===== src/rtl/branch_ctrl.sv =====
// branch_ctrl: branch sequencer for the vasm core.
// Holds the architectural flags {C,Z,N,O}, accepts one branch at a time from
// decode, evaluates its condition against the registered flags and, for a
// taken branch, issues a one-cycle PC redirect plus a FLUSH_CYCLES-long flush.
// Optional feature: define BRANCH_STATS_EN to add saturating taken/not-taken
// counters with a synchronous clear (stats_clr).
module branch_ctrl #(
  parameter int PC_W         = 16,
  parameter int FLUSH_CYCLES = 2
) (
  input  logic            clk,
  input  logic            rst_n,
  input  logic            flags_we,
  input  logic            alu_c,
  input  logic            alu_z,
  input  logic            alu_n,
  input  logic            alu_o,
  input  logic            br_valid,
  output logic            br_ready,
  input  logic [3:0]      br_cond,
  input  logic [PC_W-1:0] br_target,
  output logic [3:0]      flags_q,
  output logic            resolved,
  output logic            taken,
  output logic            illegal_cond,
  output logic            redirect_valid,
  output logic [PC_W-1:0] redirect_pc,
  output logic            flush,
`ifdef BRANCH_STATS_EN
  input  logic            stats_clr,
  output logic [15:0]     taken_cnt,
  output logic [15:0]     not_taken_cnt,
`endif
  output logic            busy
);

  typedef enum logic [1:0] {
    IDLE  = 2'd0,
    EVAL  = 2'd1,
    FLUSH = 2'd2
  } state_e;

  localparam logic [3:0] FLUSH_LOAD = 4'(FLUSH_CYCLES);

  state_e      state_q, state_d;
  logic [3:0]  cond_q;
  logic [3:0]  cnt_q;
  logic        resolved_q, taken_q, illegal_q;
  logic        cond_taken, cond_illegal;
  logic        accept;

  assign accept = br_valid && (state_q == IDLE);

  // Flag register: loads from the ALU whenever flags_we is set, in any state.
  // NOTE: sequential state uses non-blocking assignments so every register
  // samples pre-edge values; blocking here would create order-dependent races.
  always_ff @(posedge clk or negedge rst_n) begin
    if (!rst_n) flags_q <= 4'b0000;
    else if (flags_we) flags_q <= {alu_c, alu_z, alu_n, alu_o};
  end

  // Condition evaluation on the latched code and the registered flags.
  // NOTE: defaults assigned first so no path through the case leaves a
  // variable unassigned, which would otherwise infer a latch.
  always_comb begin
    cond_taken   = 1'b0;
    cond_illegal = 1'b0;
    case (cond_q)
      4'b0000: cond_taken = flags_q[2];
      4'b0001: cond_taken = !flags_q[2];
      4'b0010: cond_taken = !flags_q[2] && (flags_q[1] == flags_q[0]);
      4'b0011: cond_taken = (flags_q[1] == flags_q[0]);
      4'b0100: cond_taken = (flags_q[1] != flags_q[0]);
      4'b0101: cond_taken = flags_q[2] || (flags_q[1] != flags_q[0]);
      4'b0110: cond_taken = flags_q[3];
      4'b0111: cond_taken = !flags_q[3];
      4'b1000: cond_taken = flags_q[0];
      4'b1001: cond_taken = !flags_q[0];
      4'b1010: cond_taken = flags_q[1];
      4'b1011: cond_taken = !flags_q[1];
      4'b1100: cond_taken = 1'b1;
      default: cond_illegal = 1'b1;
    endcase
  end

  // State register.
  always_ff @(posedge clk or negedge rst_n) begin
    if (!rst_n) state_q <= IDLE;
    else        state_q <= state_d;
  end

  // Next-state logic: IDLE -> EVAL on accept, EVAL -> FLUSH when taken,
  // FLUSH returns to IDLE after the last flush cycle.
  always_comb begin
    state_d = state_q;
    case (state_q)
      IDLE:    if (accept) state_d = EVAL;
      EVAL:    state_d = cond_taken ? FLUSH : IDLE;
      FLUSH:   if (cnt_q == 4'd1) state_d = IDLE;
      default: state_d = IDLE;
    endcase
  end

  // Outputs decoded from the current state; redirect only in the first flush cycle.
  always_comb begin
    br_ready       = (state_q == IDLE);
    busy           = (state_q != IDLE);
    flush          = (state_q == FLUSH);
    redirect_valid = (state_q == FLUSH) && (cnt_q == FLUSH_LOAD);
  end

  // Branch capture at acceptance and flush-length counter.
  always_ff @(posedge clk or negedge rst_n) begin
    if (!rst_n) begin
      cond_q      <= 4'b0000;
      redirect_pc <= '0;
      cnt_q       <= 4'd0;
    end else begin
      if (accept) begin
        cond_q      <= br_cond;
        redirect_pc <= br_target;
      end
      if (state_q == EVAL && cond_taken) cnt_q <= FLUSH_LOAD;
      else if (state_q == FLUSH)         cnt_q <= cnt_q - 4'd1;
    end
  end

  // Registered decision: pulses land in the cycle after EVAL.
  always_ff @(posedge clk or negedge rst_n) begin
    if (!rst_n) begin
      resolved_q <= 1'b0;
      taken_q    <= 1'b0;
      illegal_q  <= 1'b0;
    end else begin
      resolved_q <= (state_q == EVAL);
      taken_q    <= (state_q == EVAL) && cond_taken;
      illegal_q  <= (state_q == EVAL) && cond_illegal;
    end
  end

  assign resolved     = resolved_q;
  assign taken        = taken_q;
  assign illegal_cond = illegal_q;

`ifdef BRANCH_STATS_EN
  logic [15:0] taken_cnt_q, not_taken_cnt_q;

  // Saturating outcome counters; a clear takes priority over an increment.
  always_ff @(posedge clk or negedge rst_n) begin
    if (!rst_n) begin
      taken_cnt_q     <= 16'd0;
      not_taken_cnt_q <= 16'd0;
    end else if (stats_clr) begin
      taken_cnt_q     <= 16'd0;
      not_taken_cnt_q <= 16'd0;
    end else if (resolved_q) begin
      if (taken_q && taken_cnt_q != 16'hFFFF)
        taken_cnt_q <= taken_cnt_q + 16'd1;
      if (!taken_q && not_taken_cnt_q != 16'hFFFF)
        not_taken_cnt_q <= not_taken_cnt_q + 16'd1;
    end
  end

  assign taken_cnt     = taken_cnt_q;
  assign not_taken_cnt = not_taken_cnt_q;
`endif

endmodule

===== config.mk =====
export PLATFORM = sky130hd
export DESIGN_NAME = branch_ctrl
export DESIGN_NICKNAME = d
export VERILOG_FILES = /design/src/rtl/branch_ctrl.sv
export SDC_FILE = /design/constraint.sdc
export NUM_CORES = 1
export LEC_CHECK = 0
export ABC_AREA = 1
export ABC_CLOCK_PERIOD_IN_PS = 1600
export BUFFER_PORTS_ARGS = -buffer_cell sky130_fd_sc_hd__buf_2
export CORE_AREA = 5 5 63 65
export CTS_CLUSTER_SIZE = 12
export DETAILED_ROUTE_END_ITERATION = 8
export DIE_AREA = 0 0 68 70
export GPL_TIMING_DRIVEN = 0
export PLACE_DENSITY = 0.86
export SYNTH_ARGS = -nofsm -noshare
export SYNTH_HDL_FRONTEND = slang
export SYNTH_SLANG_ARGS = --single-unit

===== constraint.sdc =====
create_clock -name clk -period 1.6 [get_ports clk]
set_input_delay 0.08 -clock clk [delete_from_list [all_inputs] [get_ports clk]]
set_output_delay 0.08 -clock clk [all_outputs]
set_load 0.05 [all_outputs]

==> impl_metrics.py <==
metrics = {
    "critical_path": {
        "r2r_cells": 6,
        "regToRegSetupSlack_ns": 0.19,
        "critPathMaxStageDelay_ns": 0.42,
        "critPathLaunchType": "flop",
        "cp_data_arrival_time_ns": 1.38,
        "rr_endpoint": "redirect_pc[8]",
        "path_cells": "inv_2 > nand2_1 > inv_2 > buf_2",
        "cp_common_cell": "inv_2",
        "cp-end-kind": "primary output",
        "crit_fanout": 8,
        "critical_path_class": "flop to primary output",
        "timing.rr.start": "state_q[0]",
        "critPathTopFamily": "buffers and inverters",
        "worst_path_max_delay_cell": "dfrtp_1",
        "cp.buffers_inverters": 3,
        "required_ns": 1.52,
    },
    "yosys": {
        "synthesis.nets": 223,
        "synthDistinctLibCells": 20,
        "synth_edf_count": 0,
        "yosys.area.top_type": "dfrtp_1",
        "async_reset_ff_share_pct": 100,
        "synth_warnings": 0,
        "synth-seq-cells": 33,
        "netlist_top_cells_area": "dfrtp_1 (54%), nand2_1 (21%), nand3_1 (4.9%), nor2_1 (3.4%), inv_1 (2.7%)",
        "avgSynthCellArea_um2": 7.95,
        "synth_commonest_cells": "nand2_1 (86), dfrtp_1 (33), nand3_1 (15)",
        "post-synth-top-count-cell": "nand2_1",
        "synthFlopType": "dfrtp_1",
        "yosysSeqAreaShare_pct": 54.1,
        "synth_top_area_share_pct": 54.1,
        "synthCells": 192,
        "synth_area_mm2": 0.00153,
    },
    "placed_design": {
        "dpl.hpwl_um": 2480,
        "io_buffers": 54,
        "place_congestion": 0.858,
        "dp_slack_ns": 0.198,
    },
    "clocking": {
        "clockBufferDepth": 2,
        "clock-sinks": 33,
        "clock_latency_ns": 0.33,
        "cts_tree": "yes",
        "clk_root_buffer_cell": "clkbuf_4",
        "path_clk_slew_ns": 0.10,
        "htree_levels": 2,
        "cts_setup_buffers": 0,
        "numCtsBuffers": 5,
    },
    "sta": {
        "fin_ws_ns": 0.139,
        "tns_ns": 0,
        "timing.fmax_ghz": 0.684,
        "tightest_slew_ns": 0.718,
        "final_max_slew_viol_count": 0,
        "setup_viol": 0,
        "slew_headroom_pct": 52.2,
        "post-route-period-util_pct": 91.3,
        "rsz0062_at_grt": "false",
        "period_needed_ns": 1.46,
        "hold_viol": 0,
        "finalClockSkew_ns": 0.00824,
    },
    "floorplan": {
        "num_rows": 21,
        "die-area_mm2": 0.00476,
        "die_h_um": 70,
        "core_mm2": 0.00328,
        "fp.dieW_um": 68,
        "start_util_pct": 46.5,
        "ioPinCount": 55,
    },
    "power": {
        "vdd_ir_drop_max_mv": 1.17,
        "p_leak_nw": 1.24,
        "power.total_mw": 4.16,
        "power.density_mw_per_mm2": 1900,
    },
    "run": {
        "cap_violations": 0,
    },
    "finish": {
        "final_layout_size_suffix_gt1_share_pct": 28.6,
        "antennaDiodeCount": 0,
        "final_nets": 310,
        "area_delta_synth_final_pct": 43.6,
        "fillers": 265,
        "ff_latch_area_um2": 826,
        "multi_input_area_um2": 611,
    },
    "detailed_routing": {
        "drt_wl_total_um": 3900,
        "vias": 1538,
        "viasPerCell": 4.72,
        "wl_per_cell_um": 12.0,
        "antenna_left": 0,
        "drc_errors": 0,
        "drt_iter0_markers": 50,
        "first_pass_iters": 4,
    },
    "global_routing": {
        "grt_antenna_before_repair": 0,
        "grt_pass1_wl_um": 6610,
        "grt_pass1_vias": 1533,
        "grt_usage_pct": 18.3,
        "overflow": 0,
        "grt_max_degree": 34,
    },
    "hold_path": {
        "hold_class": "primary input to flop",
        "hold_start": "flags_we",
        "min_to": "flags_q[2]",
        "whs_path_depth": 2,
    },
    "status": {
        "status": "complete, no violations",
    },
}
-- cell usage in the layout (no fill, tap or decap) --
cell type	count
a22oi_1	1
buf_2	54
buf_4	2
buf_6	1
clkbuf_1	1
clkbuf_4	5
clkbuf_8	2
clkinv_2	1
dfrtp_1	33
dlygate4sd3_1	26
ha_1	3
inv_1	10
inv_2	8
mux2_2	1
nand2_1	86
nand2_2	1
nand2_4	1
nand3_1	15
nor2_1	14
nor2_2	3
nor2_4	1
nor3_1	2
nor4_1	1
o21ai_0	5
o21ai_1	3
-- where the power goes --
| group | internal (mW) | total (mW) | leakage [nW] | switching, mW |
|---|---|---|---|---|
| sequential | 1.15 | 1.37 | 0.410 | 0.225 |
| combinational | 0.590 | 2.26 | 0.785 | 1.67 |
| clock | 0.254 | 0.523 | 0.0413 | 0.269 |
| total | 1.99 | 4.16 | 1.24 | 2.17 |
-- sequential cells by signal, summed over array words and instances (netlist names) --
signal        flops
cnt_q             4
cond_q            4
flags_q           4
illegal_cond      1
redirect_pc      16
resolved          1
state_q           2
taken             1
-- how the worst max path moves through the flow --
stage	start	end	slack [ns]	cells past startpoint
after detailed placement	state_q[0]	redirect_pc[13]	0.20	6
after CTS	cnt_q[0]	redirect_valid	0.01	5
after global placement	state_q[1]	redirect_pc[11]	0.23	5
final	state_q[0]	flush	0.14	4
after floorplan	flags_q[0]	cnt_q[0]	0.1	11
after global routing	cnt_q[0]	redirect_valid	0.04	5
-- area by class of cell --
cell class | count | area share [%]
Clock buffer | 7 | 2.97
Buffer | 4 | 1.26
Timing Repair Buffer | 80 | 24.3
Inverter | 18 | 3.08
Clock inverter | 1 | 0.228
Tap cell | 46 | 2.63
Sequential cell | 33 | 37.7
Multi-Input combinational cell | 137 | 27.9
-- stage by stage --
step / cell area [µm²] / hold slack [ns] / instances / utilization, %
4_1_cts: 2190 / 0.00188 / 326 / 66.7
3_3_place_gp: 1860 / 0.179 / 292 / 56.6
6_report: 2190 / 0.0179 / 326 / 66.7
5_1_grt: 2190 / 0.0250 / 326 / 66.7
2_1_floorplan: 1530 / -0.216 / 192 / -
3_5_place_dp: 1860 / 0.181 / 292 / 56.6
-- what timing repair did --
action,4_1_cts,5_1_grt
hold buffers,26,0
resized for setup,0,3
endpoints found under the hold margin,57,0
endpoints found under the setup margin,0,1
-- layer usage --
layer	routed length (µm)	vias up	track usage, %	part of all wire, %
li1	-	773	-	-
met1	1580	709	20.1	40
met2	2010	47	31.6	51
met3	233	9	6.25	6.0
met4	79	0	6.62	2.0
met5	0	-	0	0
-- cell families after synthesis --
kind of cell / count (synthesis) / share of synthesized area (%)
flip-flops: 33 / 54.1
AO/OA/AOI/OAI: 9 / 3.11
AND/OR/NAND/NOR: 124 / 33.4
multiplexers: 1 / 0.738
adder cells (fa/ha/maj): 3 / 2.46
buffers and inverters: 22 / 6.23
Power figures use the tool's default switching activity.
